[src/rtl/jstk_spi_responder.sv]
// PmodJSTK device-side model: SPI mode-0 slave serving the 5-byte
// joystick frame and capturing an optional LED command from MOSI.
`timescale 1ns/1ps
module jstk_spi_responder #(
  parameter int SYNC_STAGES = 2,
  parameter int NBYTES      = 5
) (
  input  logic       CLK,
  input  logic       RST,
  input  logic [9:0] X_IN,
  input  logic [9:0] Y_IN,
  input  logic [2:0] BTN_IN,
  input  logic       SS,
  input  logic       SCLK,
  input  logic       MOSI,
  output logic       MISO,
  output logic       MISO_EN,
  output logic [1:0] LED_CMD,
  output logic       FRAME_DONE,
  output logic       FRAME_ABORT
);

  localparam int FW = 8 * NBYTES;

  typedef enum logic [1:0] {
    IDLE,
    LOAD,
    SHIFT,
    DONE
  } state_e;

  logic [SYNC_STAGES-1:0] ss_sync_q;
  logic [SYNC_STAGES-1:0] sclk_sync_q;
  logic [SYNC_STAGES-1:0] mosi_sync_q;
  logic                   ss_prev_q;
  logic                   sclk_prev_q;
  logic [SYNC_STAGES:0]   vld_q;
  logic                   armed_q;

  logic ss_s, sclk_s, mosi_s;
  logic ss_fall, ss_rise, sclk_rise, sclk_fall;

  state_e         state_q;
  logic [FW-1:0]  frame_q;
  logic [7:0]     tx_q;
  logic [7:0]     rx_q;
  logic [7:0]     rx_d;
  logic [3:0]     bit_q;
  logic [7:0]     byte_q;
  logic [1:0]     led_q;
  logic           done_q;
  logic           abort_q;

  logic [39:0]    map;
  logic [FW-1:0]  snap;

  // Synchronizers, edge-history flops and the post-reset arm flag.
  // armed_q only sets once a genuinely sampled SS high has been seen,
  // so an SS held low through reset cannot fake a falling edge.
  always_ff @(posedge CLK or posedge RST) begin
    if (RST) begin
      ss_sync_q   <= '1;
      sclk_sync_q <= '0;
      mosi_sync_q <= '0;
      ss_prev_q   <= 1'b1;
      sclk_prev_q <= 1'b0;
      vld_q       <= '0;
      armed_q     <= 1'b0;
    end else begin
      ss_sync_q   <= {ss_sync_q[SYNC_STAGES-2:0], SS};
      sclk_sync_q <= {sclk_sync_q[SYNC_STAGES-2:0], SCLK};
      mosi_sync_q <= {mosi_sync_q[SYNC_STAGES-2:0], MOSI};
      ss_prev_q   <= ss_s;
      sclk_prev_q <= sclk_s;
      vld_q       <= {vld_q[SYNC_STAGES-1:0], 1'b1};
      armed_q     <= armed_q | (vld_q[SYNC_STAGES] & ss_s);
    end
  end

  assign ss_s      = ss_sync_q[SYNC_STAGES-1];
  assign sclk_s    = sclk_sync_q[SYNC_STAGES-1];
  assign mosi_s    = mosi_sync_q[SYNC_STAGES-1];
  assign ss_fall   = ss_prev_q & ~ss_s & armed_q;
  assign ss_rise   = ~ss_prev_q & ss_s;
  assign sclk_rise = ~sclk_prev_q & sclk_s;
  assign sclk_fall = sclk_prev_q & ~sclk_s;
  assign rx_d      = {rx_q[6:0], mosi_s};

  assign map = {X_IN[7:0], 6'b0, X_IN[9:8],
                Y_IN[7:0], 6'b0, Y_IN[9:8],
                5'b0, BTN_IN};
  assign snap = FW'(map) << (FW - 40);

  // Frame FSM: byte 0 is loaded on the SS fall so MISO is valid in LOAD;
  // frame_q then holds the remaining bytes, consumed MSB-first.
  always_ff @(posedge CLK or posedge RST) begin
    if (RST) begin
      state_q <= IDLE;
      frame_q <= '0;
      tx_q    <= '0;
      rx_q    <= '0;
      bit_q   <= '0;
      byte_q  <= '0;
      led_q   <= 2'b00;
      done_q  <= 1'b0;
      abort_q <= 1'b0;
    end else begin
      done_q  <= 1'b0;
      abort_q <= 1'b0;
      unique case (state_q)
        IDLE: begin
          if (ss_fall) begin
            frame_q <= snap << 8;
            tx_q    <= snap[FW-1 -: 8];
            bit_q   <= '0;
            byte_q  <= '0;
            state_q <= LOAD;
          end
        end
        LOAD: begin
          if (ss_rise) begin
            abort_q <= 1'b1;
            state_q <= IDLE;
          end else begin
            state_q <= SHIFT;
          end
        end
        SHIFT: begin
          if (ss_rise) begin
            abort_q <= 1'b1;
            state_q <= IDLE;
          end else if (sclk_rise) begin
            rx_q  <= rx_d;
            bit_q <= bit_q + 4'd1;
            if (bit_q == 4'd7) begin
              if (byte_q == 8'd0 && rx_d[7:2] == 6'b100000)
                led_q <= rx_d[1:0];
              if (byte_q == 8'(NBYTES - 1))
                state_q <= DONE;
            end
          end else if (sclk_fall) begin
            if (bit_q == 4'd8) begin
              bit_q   <= '0;
              byte_q  <= byte_q + 8'd1;
              tx_q    <= frame_q[FW-1 -: 8];
              frame_q <= frame_q << 8;
            end else begin
              tx_q <= {tx_q[6:0], 1'b0};
            end
          end
        end
        DONE: begin
          if (ss_rise) begin
            done_q  <= 1'b1;
            state_q <= IDLE;
          end
        end
        default: state_q <= IDLE;
      endcase
    end
  end

  assign MISO        = (state_q == LOAD || state_q == SHIFT) ? tx_q[7] : 1'b0;
  assign MISO_EN     = ~ss_s;
  assign LED_CMD     = led_q;
  assign FRAME_DONE  = done_q;
  assign FRAME_ABORT = abort_q;

endmodule

[config.mk]
export PLATFORM = sky130hd
export DESIGN_NAME = jstk_spi_responder
export DESIGN_NICKNAME = d
export VERILOG_FILES = /design/src/rtl/jstk_spi_responder.sv
export SDC_FILE = /design/constraint.sdc
export NUM_CORES = 1
export LEC_CHECK = 0
export ABC_CLOCK_PERIOD_IN_PS = 3700
export CORE_ASPECT_RATIO = 0.8
export CORE_MARGIN = 2
export CORE_UTILIZATION = 25
export CTS_BUF_LIST = sky130_fd_sc_hd__clkbuf_16
export DETAILED_ROUTE_END_ITERATION = 8
export GPL_TIMING_DRIVEN = 0
export MAX_ROUTING_LAYER = met4
export PLACE_DENSITY_LB_ADDON = 0.25
export SKIP_CTS_REPAIR_TIMING = 1
export SYNTH_ARGS = -nofsm -noshare
export SYNTH_HDL_FRONTEND = slang
export SYNTH_SLANG_ARGS = --single-unit
[constraint.sdc]
create_clock -name CLK -period 3.7 [get_ports CLK]
set_input_delay 0.74 -clock CLK [delete_from_list [all_inputs] [get_ports CLK]]
set_output_delay 0.74 -clock CLK [all_outputs]
set_load 0.02 [all_outputs]
==> flow_metrics.tcl <==
set metrics [dict create \
    ys.flop_type "dfrtp_1" \
    slew_headroom_pct 44.97 \
    worstRegToRegCells 7 \
    totalWireLength_mm 6.675 \
    netlist_instances 273 \
    place_inst 458 \
    cp_max_fo 3 \
    hold_start "vld_q[0]" \
    antenna_found_initial 0 \
    switching_share_pct 35.34 \
    worst_slack_ps 1144 \
    post-route-period-util_pct 69.07 \
    ctsRootBufferMaster "clkbuf_16" \
    area_delta_synth_final_pct 26.23 \
    yosys_warnings 0 \
    cts_made_buffers 9 \
    start_util_pct 25.58 \
    leakage_nw 1.685 \
    grt_pass1_vias 2275 \
    ys_seq_area_share_pct 54.02 \
    cellPowerDensity_nw_per_um2 688.5 \
    p_clk_share_pct 30.9 \
    drc 0 \
    pwr-share-comb_pct 32.9 \
    finalHoldViolations 0 \
    ant_nets 0 \
    vias 2224 \
    wl_per_cell_microns 14.08 \
    num_rows 36 \
    synth_top_cell_area_share_pct 51.49 \
    grt_max_degree 68 \
    core_area_sq_um 12160 \
    synth-edff-count 0 \
    required_ps 2960 \
    ir_drop_mv 0.2385 \
    fin_tns_setup_ps 0 \
    clk_pin_slew_ps 60 \
    drive_gt1_share_pct 16.77 \
    status "finished, final reports clean" \
    clkSinkCount 67 \
    finalMaxSlewViolations 0 \
    start_kind "register" \
    async_flop_share_pct 100.0 \
    die_x_microns 128.7 \
    port_buffers 33 \
    synth-seq-cells 67 \
    grt_first_pass_wirelength_mm 11.40 \
    power_frac_seq_pct 36.1 \
    place_congestion 0.8057 \
    dr.pass1.iters 4 \
    dpl.hpwl_mm 4.630 \
    maxCapViolCount 0 \
    dp_slack_ps 1460 \
    max_freq_ghz 0.3913 \
    worstSetupEndpointType "output pin" \
    cts_tree "done" \
    grt_util_all_layers_pct 10.99 \
    hold_class "register to register" \
    syn-cell-area_sq_um 3110 \
    clock_path_buffers 2 \
    ioPinCount 34 \
    synth_area_per_cell_sq_um 11.39 \
    via_per_inst 4.692 \
    setup_violations 0 \
    die-height_microns 103.8 \
    crit_start "state_q[0]" \
    clock_latency_ps 340 \
    netSwitchingPower_w 0.0009554 \
    synth.area.top_cells "dfrtp_1 51%, mux2_2 7.2%, a22o_1 4.5%" \
    nets 355 \
    die-area_sq_um 13360 \
    p_int_w 0.001748 \
    timing.rr.start "state_q[0]" \
    whs_ps 345.9 \
    clock_skew_ps 9.365 \
    tightest_slew_ps 825.4 \
    worstSetupPathType "register to output pin" \
    diodes 0 \
    cts_htree_levels 3 \
    yosys.area.top_type "dfrtp_1" \
    hold_depth 0 \
    synth_fp_nets 311 \
    stdcell_count 474 \
    drtIter0Drc 99 \
    min_period_ps 2556 \
    grt_overflow 0 \
    grt_setup_unrepaired "no" \
    arrival_ps 1820 \
    synth.distinct_cells 44 \
]
[state kept, by name, summed over array words and instances, names as in the netlist, 2 cells and up]
register / count
vld_q: 3
byte_q: 8
bit_q: 4
frame_q: 22
ss_sync_q: 2
sclk_sync_q: 2
LED_CMD: 2
state_q: 2
mosi_sync_q: 2
rx_q: 7
tx_q: 8
[power groups by stage]
| stage | clock network (W) | logic, W | registers [W] |
|---|---|---|---|
| 6_report | 0.000836 | 0.000890 | 0.000977 |
| 5_1_grt | 0.000882 | 0.000998 | 0.000999 |
| 4_1_cts | 0.000857 | 0.000899 | 0.000979 |
| 3_3_place_gp | 0 | 0.000885 | 0.000987 |
| 3_5_place_dp | 0 | 0.000895 | 0.000992 |
| 2_1_floorplan | 0 | 0.000671 | 0.000968 |
[critical path, cell delays in order, from the launching register on]
cell and delay [ps]:
dfrtp_1 380, inv_1 90, ha_1 290, and2_1 130
clkdlybuf4s50_1 600
[area by class of cell]
class,count,area [sq um]
multi-input cells,179,1305
flip-flops and latches,67,1680
plain buffers,14,76.32
fillers,1243,8235
clock inverters,7,67.56
clock buffers,9,225.2
inverters,13,51.30
well taps,152,190.2
repair buffers,33,330.3
[final timing paths]
check,end,slack [ps]
worst max-delay path,MISO,1140
worst min-delay path,vld_q[1],350
worst max register to register,LED_CMD[0],1450
worst min register to register,vld_q[1],350
max in group asynchronous,byte_q[7],2240
min in group asynchronous,frame_q[37],930
[layer usage]
metal	global-route usage [%]	up-vias	share of wire, %	wire length, microns
met5	-	-	0	0
met4	3.727	0	1.3	86
met3	2.686	14	4.5	298
met2	15.76	50	44	2918
met1	15.18	1080	51	3372
li1	-	1080	-	-
[cell usage after synthesis, types with 2 or more instances]
cell type,count
a21oi_1,7
a22o_1,16
a31oi_1,8
and2_1,5
buf_2,7
buf_6,2
clkbuf_1,4
dfrtp_1,64
dfstp_2,3
ha_1,10
inv_1,13
mux2_2,20
mux2i_1,8
nand2_1,19
nand2b_1,2
nand3_1,5
nand3b_1,2
nand4_1,4
nor2_1,16
nor2b_1,4
nor3_1,3
nor4b_1,2
o21ai_0,17
o31ai_1,6
o41ai_1,2
or4_1,6
[cell families (layout without fill, tap and decap cells)]
kind of cell	after synthesis	after routing	synth area share, %
simple gates	79	79	14.16
flops	67	67	54.02
compound gates	61	61	13.84
mux	28	28	9.815
buf+inv	27	76	4.022
fa+ha+maj	10	10	4.023
other cells	1	1	0.1206
[cell usage in the layout, fill, tap and decap left out, drive strengths merged, types with 3 or more instances in the layout]
cell type | Yosys | final
nand3 | 5 | 5
nand4 | 4 | 4
nor2b | 4 | 4
ha | 10 | 10
mux2i | 8 | 8
o21ai | 17 | 17
buf | 10 | 10
dfstp | 3 | 3
a21oi | 8 | 8
nor2 | 16 | 16
a31oi | 8 | 8
a22o | 16 | 16
clkbuf | 4 | 13
clkdlybuf4s50 | 0 | 33
nor3 | 5 | 5
mux2 | 20 | 20
or4 | 6 | 6
nand2 | 19 | 19
and2 | 5 | 5
inv | 13 | 17
dfrtp | 64 | 64
o31ai | 6 | 6
[metrics by stage]
step | total power [W] | util, % | area [sq um]
floorplan | 0.001639 | - | 3110
global placement | 0.001871 | 29.86 | 3631
detailed placement | 0.001887 | 29.88 | 3633
CTS | 0.002735 | 32.28 | 3926
global route | 0.002878 | 32.28 | 3926
finish | 0.002703 | 32.28 | 3926
(Power assumes the default switching activity.)
